==> src/rtl/logic_sweep_pkg.sv <==
// Shared types and sizes for the truth-table sweep/capture block.
// Latency: n/a (declarations only).
// Backpressure: n/a.
package logic_sweep_pkg;

    localparam int N_IN  = 4;
    localparam int DEPTH = 16;
    localparam int N_OUT = 3;

    typedef enum logic [1:0] {
        ST_IDLE   = 2'd0,
        ST_SETTLE = 2'd1,
        ST_SAMPLE = 2'd2,
        ST_DONE   = 2'd3
    } state_t;

endpackage

==> src/rtl/truth_table_ram.sv <==
// 16x3 captured truth table: one write port, one registered read port.
// Latency: read data valid one cycle after rd_addr; a same-cycle write is not visible (old value).
// Backpressure: none; write and read are accepted every cycle, reset clears every entry.
module truth_table_ram
    import logic_sweep_pkg::*;
(
    input  logic             clk,
    input  logic             rst,
    input  logic             we,
    input  logic [N_IN-1:0]  wr_addr,
    input  logic [N_OUT-1:0] wr_data,
    input  logic [N_IN-1:0]  rd_addr,
    output logic [N_OUT-1:0] rd_data
);

    logic [N_OUT-1:0] mem [DEPTH];

    // Storage and read register; reset wins over a write in the same cycle.
    always_ff @(posedge clk) begin
        if (rst) begin
            for (int i = 0; i < DEPTH; i++) begin
                mem[i] <= '0;
            end
            rd_data <= '0;
        end else begin
            if (we) begin
                mem[wr_addr] <= wr_data;
            end
            rd_data <= mem[rd_addr];
        end
    end

endmodule

==> src/rtl/logic_sweep_capture.sv <==
// Sweeps x1..x4 through all 16 combinations, captures {y1,y2,y3} per combination, flags complement errors.
// Latency: done pulses 16*(SETTLE+1)+1 cycles after the edge that accepts start; rd_data lags rd_addr by one cycle.
// Backpressure: none; start is level-sampled and only honoured in IDLE, ignored while a sweep runs.
module logic_sweep_capture
    import logic_sweep_pkg::*;
#(
    parameter int SETTLE = 2
) (
    input  logic             clk,
    input  logic             rst,
    input  logic             start,
    output logic             x1,
    output logic             x2,
    output logic             x3,
    output logic             x4,
    input  logic             y1,
    input  logic             y2,
    input  logic             y3,
    input  logic             y1inv,
    input  logic             y2inv,
    input  logic             y3inv,
    output logic             busy,
    output logic             done,
    output logic             err,
    output logic [N_IN-1:0]  err_idx,
    input  logic [N_IN-1:0]  rd_addr,
    output logic [N_OUT-1:0] rd_data
);

    localparam logic [3:0]      SETTLE_LAST = 4'(SETTLE - 1);
    localparam logic [N_IN-1:0] IDX_LAST    = N_IN'(DEPTH - 1);

    state_t          state_q;
    state_t          state_d;
    logic [N_IN-1:0] idx_q;
    logic [3:0]      cnt_q;
    logic            launch;
    logic            sample;
    logic            mismatch;

    // Downstream stimulus comes straight from the registered index, x1 is the MSB.
    assign {x1, x2, x3, x4} = idx_q;

    // Any response that equals its own complement line means the function is misbehaving.
    assign mismatch = (y1inv == y1) || (y2inv == y2) || (y3inv == y3);

    // State register.
    always_ff @(posedge clk) begin
        if (rst) begin
            state_q <= ST_IDLE;
        end else begin
            state_q <= state_d;
        end
    end

    // Next-state decode and per-state control strobes.
    always_comb begin
        state_d = state_q;
        busy    = 1'b0;
        done    = 1'b0;
        launch  = 1'b0;
        sample  = 1'b0;
        case (state_q)
            ST_IDLE: begin
                if (start) begin
                    launch  = 1'b1;
                    state_d = ST_SETTLE;
                end
            end
            ST_SETTLE: begin
                busy = 1'b1;
                if (cnt_q == SETTLE_LAST) begin
                    state_d = ST_SAMPLE;
                end
            end
            ST_SAMPLE: begin
                busy    = 1'b1;
                sample  = 1'b1;
                state_d = (idx_q == IDX_LAST) ? ST_DONE : ST_SETTLE;
            end
            ST_DONE: begin
                done    = 1'b1;
                state_d = ST_IDLE;
            end
            default: state_d = ST_IDLE;
        endcase
    end

    // Index, settle counter and sticky first-error capture.
    always_ff @(posedge clk) begin
        if (rst || launch) begin
            idx_q   <= '0;
            cnt_q   <= '0;
            err     <= 1'b0;
            err_idx <= '0;
        end else begin
            if (state_q == ST_SETTLE) begin
                cnt_q <= cnt_q + 4'd1;
            end
            if (sample) begin
                cnt_q <= '0;
                if (idx_q != IDX_LAST) begin
                    idx_q <= idx_q + 1'b1;
                end
                if (mismatch && !err) begin
                    err     <= 1'b1;
                    err_idx <= idx_q;
                end
            end
        end
    end

    truth_table_ram u_table (
        .clk     (clk),
        .rst     (rst),
        .we      (sample),
        .wr_addr (idx_q),
        .wr_data ({y1, y2, y3}),
        .rd_addr (rd_addr),
        .rd_data (rd_data)
    );

endmodule

==> config.mk <==
export PLATFORM = sky130hd
export DESIGN_NAME = logic_sweep_capture
export DESIGN_NICKNAME = d
export VERILOG_FILES = /design/src/rtl/logic_sweep_pkg.sv /design/src/rtl/truth_table_ram.sv /design/src/rtl/logic_sweep_capture.sv
export SDC_FILE = /design/constraint.sdc
export NUM_CORES = 1
export LEC_CHECK = 0
export CORE_AREA = 2 2 112 60
export DETAILED_ROUTE_END_ITERATION = 12
export DIE_AREA = 0 0 114 62
export DONT_BUFFER_PORTS = 1
export PLACE_DENSITY = 0.69
export SETUP_SLACK_MARGIN = 0.4
export SLEW_MARGIN = 40
export SYNTH_ARGS = -nofsm -noshare
export SYNTH_HDL_FRONTEND = slang
export SYNTH_SLANG_ARGS = --single-unit
==> constraint.sdc <==
create_clock -name clk -period 2.13 [get_ports clk]
set_input_delay 0.426 -clock clk [delete_from_list [all_inputs] [get_ports clk]]
set_output_delay 0.426 -clock clk [all_outputs]
set_load 0.05 [all_outputs]
==> results of run 1 <==
[worst max-delay path by stage]
stage	from	end	depth (start not counted)
2_1_floorplan	state_q[0]	u_table.mem[2][0]	6
3_3_place_gp	state_q[0]	u_table.mem[13][1]	5
3_5_place_dp	state_q[0]	u_table.mem[13][1]	5
4_1_cts	state_q[1]	busy	2
5_1_grt	state_q[1]	busy	2
6_report	state_q[1]	busy	2
[layout by cell type (no fill, tap or decap), drive strengths merged, types with 2 or more instances in the layout]
| cell | count |
|---|---|
| o22ai | 3 |
| and2 | 48 |
| mux2 | 2 |
| nor2b | 3 |
| o21ai | 13 |
| clkinvlp | 4 |
| inv | 10 |
| mux4 | 10 |
| nor2 | 21 |
| a21oi | 3 |
| nor3 | 9 |
| nand3 | 5 |
| clkinv | 2 |
| a31oi | 2 |
| buf | 11 |
| edfxtp | 48 |
| ha | 13 |
| or2 | 5 |
| mux2i | 8 |
| nand3b | 2 |
| clkbuf | 9 |
| nor3b | 3 |
| xnor2 | 2 |
| o311ai | 2 |
| xor2 | 6 |
| nand2 | 13 |
| nand2b | 2 |
| dfxtp | 18 |
[kinds of logic after synthesis]
kind of cell,Yosys count
AOI/OAI and AO/OA,26
xor gates and xnor gates,8
adders and majority gates,13
buffers and inverters,23
DFF,66
muxes,20
and+or+nand+nor,115
[stage by stage]
stage,cells,area (µm²)
global placement,346,3360
floorplan,271,3270
CTS,363,3680
global route,365,3760
finish,365,3760
detailed placement,346,3360
[report_power, final]
group / total (mW) / internal [mW] / switching, mW / leakage (nW)
Sequential: 1.54 / 1.45 / 0.0840 / 0.644
Combinational: 0.513 / 0.204 / 0.309 / 0.591
Clock: 1.46 / 0.900 / 0.558 / 0.133
[per-layer routing]
layer,share of wire (%),vias to the layer above,GRT usage (%)
met1,50,997,34.5
met4,0.55,0,6.10
met3,11,6,11.3
met5,0,-,0
li1,-,980,-
met2,39,77,29.8
[cell type report]
type / instances / area, µm² / share of cell area [%]
well taps: 80 / 100 / 2.66
repair buffers: 11 / 82.6 / 2.19
clock inverters: 7 / 70.1 / 1.86
multi-input cells: 182 / 1440 / 38.3
inverters: 10 / 37.5 / 0.998
flip-flops and latches: 66 / 1810 / 48.0
clock buffers: 9 / 225 / 5.99
[critical path, cell delays in order (launching register included)]
cell	delay, ns
dfxtp_1	0.41
inv_1	0.12
ha_2	0.51
[repair_timing]
| action | in CTS | in global routing |
|---|---|---|
| pin swaps | 2 | 3 |
| endpoints found under the hold margin | 0 | 0 |
| cloned | 0 | 0 |
| gates resized for setup | 5 | 16 |
| buffers inserted | 1 | 2 |
| endpoints found under the setup margin | 30 | 43 |
[registers in the layout (all words and copies together) (netlist names)]
register,flops
u_table.mem,48
state_q,2
err_idx,4
idx_q,4
u_table.rd_data,3
err,1
cnt_q,4
==> metrics, run 1 <==
status=complete, no violations; io pins=27; die extent in y=62 µm; core box area=6250 µm²; Ant. Diodes=0; Reg2Reg Setup Slack=0.40 ns; Hold Path End=u_table.rd_data[1]; Power Density=932 nW/µm²; Max Freq=556 MHz; WP data required=1.70 ns; Worst Skew=0.00559 ns; Util after Layout=60.2%; crit path DAT=1.37 ns; worst r2r src=state_q[0]; DR pass1 iterations=4; Synthesized Nets=297; kind of critical path=flip-flop to output pin; Reg2Reg Depth=7; routability cong.=0.801; via count=2,060; fin. max-slew vios=0; adder-cell share of the synthesized area=4.98%; nets=306; Setup-failing EPs final=0; total power=3.51 mW; #FFs+latches synth=66; Max-slew headroom=59.7%; Fin Hold WS=0.158 ns; post-synth top area share=44.1%; synth top area cells=edfxtp_1, dfxtp_1, and2_1; hold_sp=rst; XOR/XNOR share of the synthesized area=2.14%; unique cell type count in the Yosys netlist=37; die extent in x=114 µm; Peak VDD IR=574 µV; Top FF cell, synth=edfxtp_1; RSZ-0062 raised after global routing=yes; final hold vios=0; asr flop ratio synth=0%; Simple-Gate Fraction of Synth Area=19.1%; sum of negative setup slack=0 ns; wire per inst=19.8 µm; syn_area_per_cell=12.1 µm²; Post-DP HPWL=5.10 mm; Post-synth EDFFs=48; Hold Buf Count CTS=0; CP startpoint kind=flip-flop; Synth-to-Final Area Change=15.2%; Clock transition at path regs=0.06 ns; Post-Route WL=7.22 mm; Mapped Cells=271; Setup Slack @ Placement=0.258 ns; max cap viols=0; gr ovfl total=0; Sinks on Clock Net=66; initial antenna violation count=0; Hold Path Class=primary input to flip-flop; leakage power=1.37 nW; DRC errors left=0; main combinational cell family by area after synthesis=simple AND/OR/NAND/NOR gates; routed vias/inst=5.64; largest net degree at the start of global routing=18; Worst setup EP type=output pin; vias in the first global route=1,976; post-synthesis mux area share=10.0%; CTS max path bufs=2; Tightest Pin Transition=0.606 ns; row cnt=21; 1st-iter DRT viols=131; hold depth=1; Worst-Skew Late Latency=0.34 ns; first-pass GRT wire length=11.4 mm; full die area=7070 µm²; Period minus WS final=1.80 ns; H-tree depth=3; Syn Std Cell Area=3270 µm²; reg2reg end=u_table.mem[4][2]; IO buf count=0; Yosys top cell by area=edfxtp_1; Final ANT Viol Nets=0; Final WS setup=0.333 ns; Fillers=486; compound-cell area share of the yosys netlist=5.25%; Synth top cells by count=and2_1, edfxtp_1, nor2_1; clock root buffer=clkbuf_16; GR Util All Layers=23.3%; share of cells above drive strength 1=21.8%; CTS tree=yes; Seq/Total Area, Yosys=55.2%; fin crit share=84.4%; total CTS buffers=9; CP max FO=6; Ys Warns=0; Initial Util=52.2%
Power figures use the tool's default switching activity.
==> run 2: changes to the inputs <==
- clock period: 2.13 -> 1.7 ns (I/O delays scaled with it)
==> run 2 against run 1 <==
  * Worst hold slack worse by 0.099 ns
  * Non-clock buffer count up 30
  * Die area unchanged
  * Clock skew down 0.0028 ns
  * Clock power up 42%
  * Sequential power up 25%
  * Combinational power up 100%
  * Count of clock-buffer cells in the layout up 1
  * Routed wire length up 12%
  * Global-route usage up 1.6 points
  * Register-to-register slack worse by 0.28 ns
  * Setup slack worse by 0.21 ns
==> metrics, run 2 (same netlist as run 1, synthesis figures left out) <==
routability cong.=0.802; Sinks on Clock Net=66; IO buf count=0; Cell Count, Final, Fillers Out=395; RSZ-0062 raised after global routing=yes; Tightest Pin Transition=0.628 ns; nets=336; CP startpoint kind=flip-flop; Post-Route WL=8.06 mm; Placed Area=3480 µm²; commonest cells after routing, fill and taps aside=edfxtp_1, and2_1, buf_4; 1st-iter DRT viols=190; status=complete, no violations; first-pass GRT wire length=12.1 mm; io pins=27; Final WS setup=0.121 ns; H-tree depth=3; Worst-Skew Late Latency=0.34 ns; max cap viols=0; Hold Path Class=primary input to flip-flop; max reg flops=48; Util after Layout=71.8%; DR pass1 iterations=4; die extent in x=114 µm; row cnt=21; Worst setup EP type=flip-flop; kind of critical path=flip-flop to flip-flop; design area=4490 µm²; WP data required=1.76 ns; Synth-to-Final Area Change=37.4%; crit path DAT=1.63 ns; fin. max-slew vios=0; Fillers=406; wire per inst=20.4 µm; final hold vios=0; Final ANT Viol Nets=0; Initial Util=52.2%; die extent in y=62 µm; full die area=7070 µm²; Clock transition at path regs=0.05 ns; sum of negative setup slack=0 ns; gr ovfl total=0; vias in the first global route=2,219; via count=2,202; routed vias/inst=5.57; Post-DP HPWL=5.00 mm; fin crit share=92.9%; DRC errors left=0; Max-slew headroom=58.1%; Period minus WS final=1.58 ns; Reg2Reg Setup Slack=0.12 ns; initial antenna violation count=0; core box area=6250 µm²; Peak VDD IR=794 µV; Setup-failing EPs final=0; Power Density=1130 nW/µm²; Worst Skew=0.00276 ns; share of cells above drive strength 1=48.9%; total CTS buffers=9; GR Util All Layers=24.8%; Fin Hold WS=0.0587 ns; total power=5.06 mW; largest net degree at the start of global routing=18; clock root buffer=clkbuf_16; placed cell count=350; leakage power=1.67 nW; Max Freq=633 MHz; CTS max path bufs=2; Reg with most FFs=u_table.mem; CTS tree=yes; Ant. Diodes=0; CP max FO=5; Setup Slack @ Placement=0.0729 ns; most common cell after layout, fill and taps aside=edfxtp_1
## run 2: changes by cell type in the layout (fill, tap and decap cells not counted), sizes merged
cell / delta
buf: +30
bufinv: +2
clkbuf: +1
clkinv: +1
clkinvlp: -4
## run 2: report_power, final
| part | total (mW) | switching, mW | internal, mW |
|---|---|---|---|
| clock network | 2.08 | 0.661 | 1.42 |
| registers | 1.92 | 0.0939 | 1.83 |
| logic | 1.05 | 0.544 | 0.510 |
| total | 5.06 | 1.30 | 3.76 |
## run 2: final timing paths
path                    from           endpoint  cells past startpoint
setup / recovery  state_q[0]  u_table.mem[3][1]                      6
hold / removal           rst         state_q[0]                      1
setup reg to reg  state_q[0]  u_table.mem[3][1]                      6
hold reg to reg   state_q[1]         state_q[1]                      2
## run 2: layout make-up
cell class | count | area (µm²) | share of cell area [%]
Sequential cell | 66 | 1830 | 40.9
Clock buffer | 10 | 229 | 5.10
Clock inverter | 6 | 105 | 2.34
Timing Repair Buffer | 41 | 369 | 8.22
Tap cell | 80 | 100 | 2.23
Inverter | 10 | 45.0 | 1.00
Multi-Input combinational cell | 182 | 1810 | 40.2
## run 2: worst max-delay path, cell delays in order, from the launching register on
cell and delay [ns]:
dfxtp_4 0.36, inv_6 0.08, ha_4 0.13, and2b_4 0.26, nand2_4 0.13, nor3_4 0.16, or2_4 0.17
## run 2: timing repair
action | 4_1_cts | 5_1_grt
pin swaps | 20 | 22
setup buffers | 19 | 10
hold buffers | 0 | 0
gates resized for setup | 70 | 46
cloned | 0 | 0
setup endpoints to repair | 116 | 114
## run 2: routing by layer
layer	share of wire, %	GRT usage (%)	vias up
met5	0	0	-
met4	0.87	6.10	0
met3	10	11.8	5
met2	43	34.4	81
met1	46	35.4	1078
li1	-	-	1038
